**config.mk**
```make
export PLATFORM = sky130hd
export DESIGN_NAME = owt_rx_deframe
export DESIGN_NICKNAME = d
export VERILOG_FILES = /design/src/rtl/owt_rx_deframe.sv
export SDC_FILE = /design/constraint.sdc
export NUM_CORES = 1
export LEC_CHECK = 0
export ABC_CLOCK_PERIOD_IN_PS = 3000
export CORE_MARGIN = 5
export CORE_UTILIZATION = 35
export CTS_CLUSTER_SIZE = 16
export DETAILED_ROUTE_END_ITERATION = 16
export SETUP_SLACK_MARGIN = 0.1
export SLEW_MARGIN = 20
export SYNTH_ARGS = -nofsm -noshare
export SYNTH_HDL_FRONTEND = slang
export SYNTH_SLANG_ARGS = --single-unit
```
**constraint.sdc**
```tcl
create_clock -name i_clk -period 3 [get_ports i_clk]
set_input_delay 0.3 -clock i_clk [delete_from_list [all_inputs] [get_ports i_clk]]
set_output_delay 0.3 -clock i_clk [all_outputs]
set_load 0.005 [all_outputs]
```
**src/rtl/owt_rx_deframe.sv**
```systemverilog
// Purpose : one-wire receive frame assembler. It hunts for the sync pattern, shifts in DATA_W bits
//           MSB first, optionally checks even parity, and reports a good frame or an abort.
// Latency : o_frm_vld/o_frm_err are registered and pulse 1 cycle after the completing bit or the
//           timeout cycle.
// Backpr. : none. One bit per cycle at most is accepted and every strobe is consumed.
// Ports   : i_clk, i_rst_n (async active-low), i_rx_en (low aborts silently),
//           i_bit_vld/i_bit_data (decoded-bit strobe), o_frm_vld/o_frm_data (good frame),
//           o_frm_err/o_err_type (01 parity, 10 timeout), o_busy (not IDLE).
// Option  : define OWT_RX_PARITY_EN to require a trailing even-parity bit (PAR state).
module owt_rx_deframe #(
  parameter int                DATA_W   = 8,
  parameter int                SYNC_W   = 4,
  parameter logic [SYNC_W-1:0] SYNC_PAT = SYNC_W'(4'b1101),
  parameter int                TMO_W    = 16,
  parameter logic [TMO_W-1:0]  TMO_TH   = TMO_W'(1000)
) (
  input  logic              i_clk,
  input  logic              i_rst_n,
  input  logic              i_rx_en,
  input  logic              i_bit_vld,
  input  logic              i_bit_data,
  output logic              o_frm_vld,
  output logic [DATA_W-1:0] o_frm_data,
  output logic              o_frm_err,
  output logic [1:0]        o_err_type,
  output logic              o_busy
);

  localparam int FILL_W = $clog2(SYNC_W + 1);
  localparam int CNT_W  = (DATA_W > 2) ? $clog2(DATA_W) : 1;
  localparam logic [FILL_W-1:0] FILL_MAX = FILL_W'(SYNC_W);
  localparam logic [CNT_W-1:0]  CNT_LAST = CNT_W'(DATA_W - 1);
`ifdef OWT_RX_PARITY_EN
  localparam int SR_W = DATA_W;
`else
  // Without parity the last data bit is delivered straight from the input, so the
  // shift register only ever needs to hold the earlier DATA_W-1 bits.
  localparam int SR_W = DATA_W - 1;
`endif

  typedef enum logic [1:0] {ST_IDLE, ST_DATA, ST_PAR} state_e;

  state_e              state_q, state_d;
  logic [SYNC_W-1:0]   sync_sr_q, sync_sr_d;
  logic [FILL_W-1:0]   fill_q, fill_d;
  logic [CNT_W-1:0]    bit_cnt_q, bit_cnt_d;
  logic [SR_W-1:0]     data_sr_q, data_sr_d;
  logic [TMO_W-1:0]    tmo_q, tmo_d;
  logic                frm_vld_q, frm_vld_d;
  logic                frm_err_q, frm_err_d;
  logic [1:0]          err_type_q, err_type_d;
  logic [DATA_W-1:0]   frm_data_q, frm_data_d;
  logic                busy_q, busy_d;

  logic                bit_acc;
  logic [SYNC_W-1:0]   sync_shift;
  logic [TMO_W-1:0]    tmo_inc;
  logic                tmo_hit;

  always_comb begin
    bit_acc    = i_bit_vld & i_rx_en;
    sync_shift = {sync_sr_q[SYNC_W-2:0], i_bit_data};
    tmo_inc    = tmo_q + 1'b1;
    // An accepted bit always beats the timeout in the same cycle.
    tmo_hit    = !bit_acc && (tmo_inc == TMO_TH);

    state_d    = state_q;
    sync_sr_d  = sync_sr_q;
    fill_d     = fill_q;
    bit_cnt_d  = bit_cnt_q;
    data_sr_d  = data_sr_q;
    tmo_d      = tmo_q;
    frm_vld_d  = 1'b0;
    frm_err_d  = 1'b0;
    err_type_d = err_type_q;
    frm_data_d = frm_data_q;

    if (!i_rx_en) begin
      state_d   = ST_IDLE;
      sync_sr_d = '0;
      fill_d    = '0;
      bit_cnt_d = '0;
      tmo_d     = '0;
    end else begin
      case (state_q)
        ST_IDLE: begin
          tmo_d     = '0;
          bit_cnt_d = '0;
          if (bit_acc) begin
            // Sliding window: every accepted bit is a candidate end of the sync pattern.
            if ((sync_shift == SYNC_PAT) && (fill_q >= FILL_MAX - FILL_W'(1))) begin
              state_d   = ST_DATA;
              sync_sr_d = '0;
              fill_d    = '0;
            end else begin
              sync_sr_d = sync_shift;
              if (fill_q != FILL_MAX) fill_d = fill_q + 1'b1;
            end
          end
        end
        ST_DATA: begin
          if (bit_acc) begin
            tmo_d     = '0;
            data_sr_d = SR_W'({data_sr_q, i_bit_data});
            if (bit_cnt_q == CNT_LAST) begin
              bit_cnt_d = '0;
`ifdef OWT_RX_PARITY_EN
              state_d    = ST_PAR;
`else
              state_d    = ST_IDLE;
              frm_vld_d  = 1'b1;
              frm_data_d = {data_sr_q, i_bit_data};
`endif
            end else begin
              bit_cnt_d = bit_cnt_q + 1'b1;
            end
          end else if (tmo_hit) begin
            state_d    = ST_IDLE;
            tmo_d      = '0;
            bit_cnt_d  = '0;
            frm_err_d  = 1'b1;
            err_type_d = 2'b10;
          end else begin
            tmo_d = tmo_inc;
          end
        end
`ifdef OWT_RX_PARITY_EN
        ST_PAR: begin
          if (bit_acc) begin
            state_d = ST_IDLE;
            tmo_d   = '0;
            // Even parity: data bits XOR parity bit must be zero.
            if (i_bit_data == ^data_sr_q) begin
              frm_vld_d  = 1'b1;
              frm_data_d = data_sr_q;
            end else begin
              frm_err_d  = 1'b1;
              err_type_d = 2'b01;
            end
          end else if (tmo_hit) begin
            state_d    = ST_IDLE;
            tmo_d      = '0;
            frm_err_d  = 1'b1;
            err_type_d = 2'b10;
          end else begin
            tmo_d = tmo_inc;
          end
        end
`endif
        default: begin
          state_d   = ST_IDLE;
          sync_sr_d = '0;
          fill_d    = '0;
          bit_cnt_d = '0;
          tmo_d     = '0;
        end
      endcase
    end

    busy_d = (state_d != ST_IDLE);
  end

  always_ff @(posedge i_clk or negedge i_rst_n) begin
    if (!i_rst_n) begin
      state_q    <= ST_IDLE;
      sync_sr_q  <= '0;
      fill_q     <= '0;
      bit_cnt_q  <= '0;
      data_sr_q  <= '0;
      tmo_q      <= '0;
      frm_vld_q  <= 1'b0;
      frm_err_q  <= 1'b0;
      err_type_q <= 2'b00;
      frm_data_q <= '0;
      busy_q     <= 1'b0;
    end else begin
      state_q    <= state_d;
      sync_sr_q  <= sync_sr_d;
      fill_q     <= fill_d;
      bit_cnt_q  <= bit_cnt_d;
      data_sr_q  <= data_sr_d;
      tmo_q      <= tmo_d;
      frm_vld_q  <= frm_vld_d;
      frm_err_q  <= frm_err_d;
      err_type_q <= err_type_d;
      frm_data_q <= frm_data_d;
      busy_q     <= busy_d;
    end
  end

  assign o_frm_vld  = frm_vld_q;
  assign o_frm_data = frm_data_q;
  assign o_frm_err  = frm_err_q;
  assign o_err_type = err_type_q;
  assign o_busy     = busy_q;

endmodule

```
# Word-level counts from Yosys, hierarchy flattened
# Index checks and enable logic that the tools add are counted.
# totals
out_inout_bits	13
word_cells	69
input_bits	5
reg_bits	46
# op_classes
addsub	3
order_cmp	1
eq_ne	9
reduce_logical	10
bitwise	2
muxes	33
# ops
op	n
16-bit 2-to-1 mux	4
3-bit 2-to-1 mux	12
16-bit by 1-bit adder with 16-bit output (second input constant)	1
16-bit by 10-bit == test with 1-bit output (second input constant)	1
2-bit 2-to-1 mux	6
3-bit case mux with 2 select lines	2
1-bit 2-to-1 mux	8
4-bit != test (second input constant)	2
4-bit AND reduction	2
3-bit by 1-bit adder with 3-bit output (second input constant)	2
3-bit != test (second input constant)	2
3-bit AND reduction	2
4-bit == test (second input constant)	1
2-bit case mux with 2 select lines	1
3-bit == test (second input constant)	1
3-bit by 2-bit greater-or-equal comparator with 1-bit output (second input constant)	1
2-bit by 1-bit == test with 1-bit output (second input constant)	1
1-bit logical AND	2
2-bit zero test	1
2-bit != test (second input constant)	1
2-bit AND reduction	1
2-bit nonzero test	1
1-bit bitwise AND	1
1-bit zero test	1
1-bit inverter	1

# Longest topological paths before layout
# depth
depth_word	8
ltp_mapped	7
mapped_depth_nobuf	7

# Least setup slack after synthesis
# OpenSTA, ideal clock, no wires.
# synth_path
kind	reg2reg
from	register tmo_q[0]
to	register bit_cnt_q[0]
path_stages_with_launch	7
arrival_time_ns	1.971
t_required_ns	2.849
slack_ns	0.879
synth_period_minus_slack_ns	2.121
path_cell_list	dfrtp_1 > ha_1 > xnor2_1 > inv_1 > or4_4 > nor4_4 > a311oi_1
# synth_via
elab_chain_len	4
# synth_lines
item	line	text
start: declaration	48	logic [TMO_W-1:0] tmo_q, tmo_d;
start signal: assignment	182	tmo_q <= tmo_d;
16-bit by 1-bit adder with 16-bit output	63	tmo_inc = tmo_q + 1'b1;
16-bit by 10-bit == test with 1-bit output	65	tmo_hit = !bit_acc && (tmo_inc == TMO_TH);
1-bit logical AND	65	
4-bit != test (no source line)	n/a	
end signal: assignment	180	bit_cnt_q <= bit_cnt_d;
end: declaration	46	logic [CNT_W-1:0] bit_cnt_q, bit_cnt_d;
# Every way passes these cells.
# A chain may end at the register's enable or synchronous reset.

# Final worst setup path
# Ends and elaborated chain as after synthesis.

==> impl_metrics.toml <==
[status]
outcome = "complete, but fails checks"
violations = "negative hold slack"

[timing]
fmax_ghz = 0.4139
skew_ns = 0.008736
finalSetupTns_ns = 0
period_needed_ns = 2.416
setup-violations-final = 0
rsz0062_at_grt = "no"
setup_slack_ns = 0.5841
worst_pin_slew_ns = 0.6240
final-hold-violation-count = 34
finalCritPeriodShare_pct = 80.53
finalMaxSlewViolations = 0
finalHoldWorstSlack_ns = -0.01210
slew_headroom_pct = 58.10

[synthesis]
synth-adder-area-share_pct = 3.823
synth_flop_cell = "dfrtp_1"
synthMuxAreaShare_pct = 8.684
synthCells = 212
ys_seq_area_share_pct = 50.25
synthArstFlopShare_pct = 100.0
synth-simple-area-share_pct = 18.68
synth_top_family_by_area = "simple AND/OR/NAND/NOR gates"
synth_xor_area_share_pct = 5.680
synth_area_sq_mm = 0.002291
ys_types = 47
ys_ff_latch = 46
synth.avg_cell_area_sq_um = 10.81
synth_compound_area_share_pct = 9.885
synth_edf_count = 0
synth-warning-count = 0

[critical_path]
r2r_start = "tmo_q[0]"
cp_data_arrival_time_ns = 2.57
cp_slowest_stage_delay_ns = 0.53
crit_fanout = 10
reg2reg_to = "bit_cnt_q[0]"
slowest_stage = "or4_4"
r2r_slack_ns = 0.58
crit_path_start_kind = "register"
worst_setup_path_end_kind = "register"
critical_path_buf_inv_count = 1
crit_family = "simple AND/OR/NAND/NOR gates"
crit_chain = "ha_1 > xnor2_1 > inv_1 > or4_4 > nor4_4 > a311oi_1"
criticalPathCategory = "register to register"
cp_data_required_time_ns = 3.16
worstRegToRegCells = 6

[floorplanning]
die_x_microns = 90.91
die_h_microns = 90.91
initial_core_util_pct = 36.08
core_sq_mm = 0.006350
row_count = 29
boundaryPins = 18
dieArea_sq_mm = 0.008264

[power_and_ir_drop]
power_density_mw_per_mm2 = 458.3
seqPwrFrac_pct = 51.3
p_leak_nw = 1.168
p_comb_share_pct = 3.1
switching_share_pct = 20.56
netSwitchingPower_mw = 0.2509
pwr-share-clk_pct = 45.6
intPower_mw = 0.9693
max-vdd-ir-drop_mv = 0.3195

[detailed_routing]
drt-pass1-iter-count = 4
routedWlPerCell_microns = 14.35
drc = 0
avgViaCountPerCell = 5.156
dr.first_iter.drc_count = 85
ant_nets = 0
vias = 1588
wirelength_microns = 4420

[global_routing]
track_usage_pct = 11.95
grt_max_degree = 47
grt_pass1_wl_microns = 8024
antenna_found_initial = 0
grt_pass1_vias = 1654
grt-ovfl-total = 0

[job]
cap_violations = 0

[clocking]
root_buffer = "clkbuf_8"
cts_tree = "yes"
ctsResizeCount = 0
numCtsBuffers = 5
clk_pin_slew_ns = 0.09
cts_buffer_depth = 2
cts_setup_buffers = 0
clkSinkCount = 46
clk_latency_ns = 0.31
cts_hold_buffers = 0
htree_levels = 2

[placement]
dpl.hpwl_microns = 3051
place_inst = 300
gp_congestion = 0.8105
port_buffers = 16
dp_worst_setup_slack_ns = 0.5642
placed_area_sq_mm = 0.002522

[layout]
drive_above_1_share_pct = 14.29
finalNonFillerCells = 308
nNetsFinal = 242
area_growth_pct = 16.22
design_area_sq_mm = 0.002663
n_antenna_cell = 0

[worst_hold_path]
hold_class = "primary input to asynchronous set/reset pin"
## layout by cell type (no fill, tap or decap), types with 3 or more instances in the layout
cell type and instances:
dfrtp_1 46, nand2_1 18, nor2_1 17, mux2_2 15, clkdlybuf4s50_1 15, nand3_1 12, xnor2_1 10, inv_1 7
o21ai_0 7, ha_1 7, a211oi_1 6, a21oi_1 5, nor3_1 5, clkbuf_8 5, nand2b_1 3, xor2_1 3
o41ai_1 3, a31oi_1 3, and2_1 3, nor3b_1 3, mux2i_1 3, buf_4 3
## registers in the layout (all words and copies together), names as in the netlist
register    count
tmo_q          16
o_frm_data      8
data_sr_q       7
bit_cnt_q       3
fill_q          3
sync_sr_q       3
state_q         2
o_busy          1
o_err_type      1
o_frm_err       1
o_frm_vld       1
## stage by stage
step	power [mW]	hold WS [ns]	util, %
final	1.220	-0.01210	41.93
after floorplan	0.6555	0.004409	-
after CTS	1.238	0.2032	41.89
after global routing	1.278	0.03105	41.93
after global placement	0.6772	0.4626	39.72
after detailed placement	0.6771	0.4661	39.72
## worst max path at each step
stage	start	to	slack (ns)	cells after the start
floorplan	tmo_q[0]	bit_cnt_q[0]	0.88	6
global placement	i_rx_en	bit_cnt_q[0]	0.60	5
detailed placement	i_bit_vld	bit_cnt_q[0]	0.56	5
CTS	tmo_q[0]	bit_cnt_q[0]	0.58	6
global route	tmo_q[0]	bit_cnt_q[0]	0.41	6
finish	tmo_q[0]	bit_cnt_q[0]	0.58	6
## routing by layer
metal  share of wire, %  GRT usage [%]  vias up
li1                   -              -      785
met1                 49          16.11      774
met2                 46          18.16       23
met3                3.5          3.333        6
met4                1.6          4.768        0
met5                  0              0        -
## power groups by stage
| stage | Clock (mW) | Sequential [mW] | Combinational [mW] |
|---|---|---|---|
| floorplan | 0 | 0.638 | 0.0180 |
| global placement | 0 | 0.638 | 0.0391 |
| detailed placement | 0 | 0.638 | 0.0390 |
| CTS | 0.574 | 0.626 | 0.0391 |
| global route | 0.606 | 0.627 | 0.0447 |
| finish | 0.556 | 0.626 | 0.0381 |
## cells in the mapped netlist, types with 2 or more instances
master,n,area [sq um]
dfrtp_1,46,1151
and3_1,2,12.51
clkbuf_1,4,15.01
nand2b_1,3,18.77
nor3_1,5,25.02
nand4b_1,2,17.52
o41ai_1,3,26.28
nor3b_1,3,22.52
a211oi_1,6,45.04
or3_1,2,12.51
a31oi_1,3,18.77
mux2_2,15,168.9
ha_1,7,87.58
inv_1,7,26.28
nand2_1,18,67.56
nor2_1,17,63.81
nand4_1,2,12.51
xnor2_1,10,87.58
a21oi_1,5,25.02
nand3_1,12,60.06
mux2i_1,3,30.03
o21ai_0,7,35.03
xor2_1,3,26.28
and2_1,3,18.77
o31a_1,2,17.52
## cell type report
type / count / area, sq um
fillers: 588 / 3687
flip-flops and latches: 46 / 1151
multi-input cells: 152 / 1079
repair buffers: 18 / 172.7
well taps: 77 / 96.34
clock buffers: 5 / 68.82
clock inverters: 3 / 68.82
inverters: 7 / 26.28
## cell families after synthesis
kind of cell,count (synthesis)
multiplexers,18
other,1
XOR/XNOR,14
buffers and inverters,15
AND/OR/NAND/NOR,78
adder cells (fa/ha/maj),7
AO/OA/AOI/OAI,33
flip-flops,46
Power figures use the tool's default switching activity.
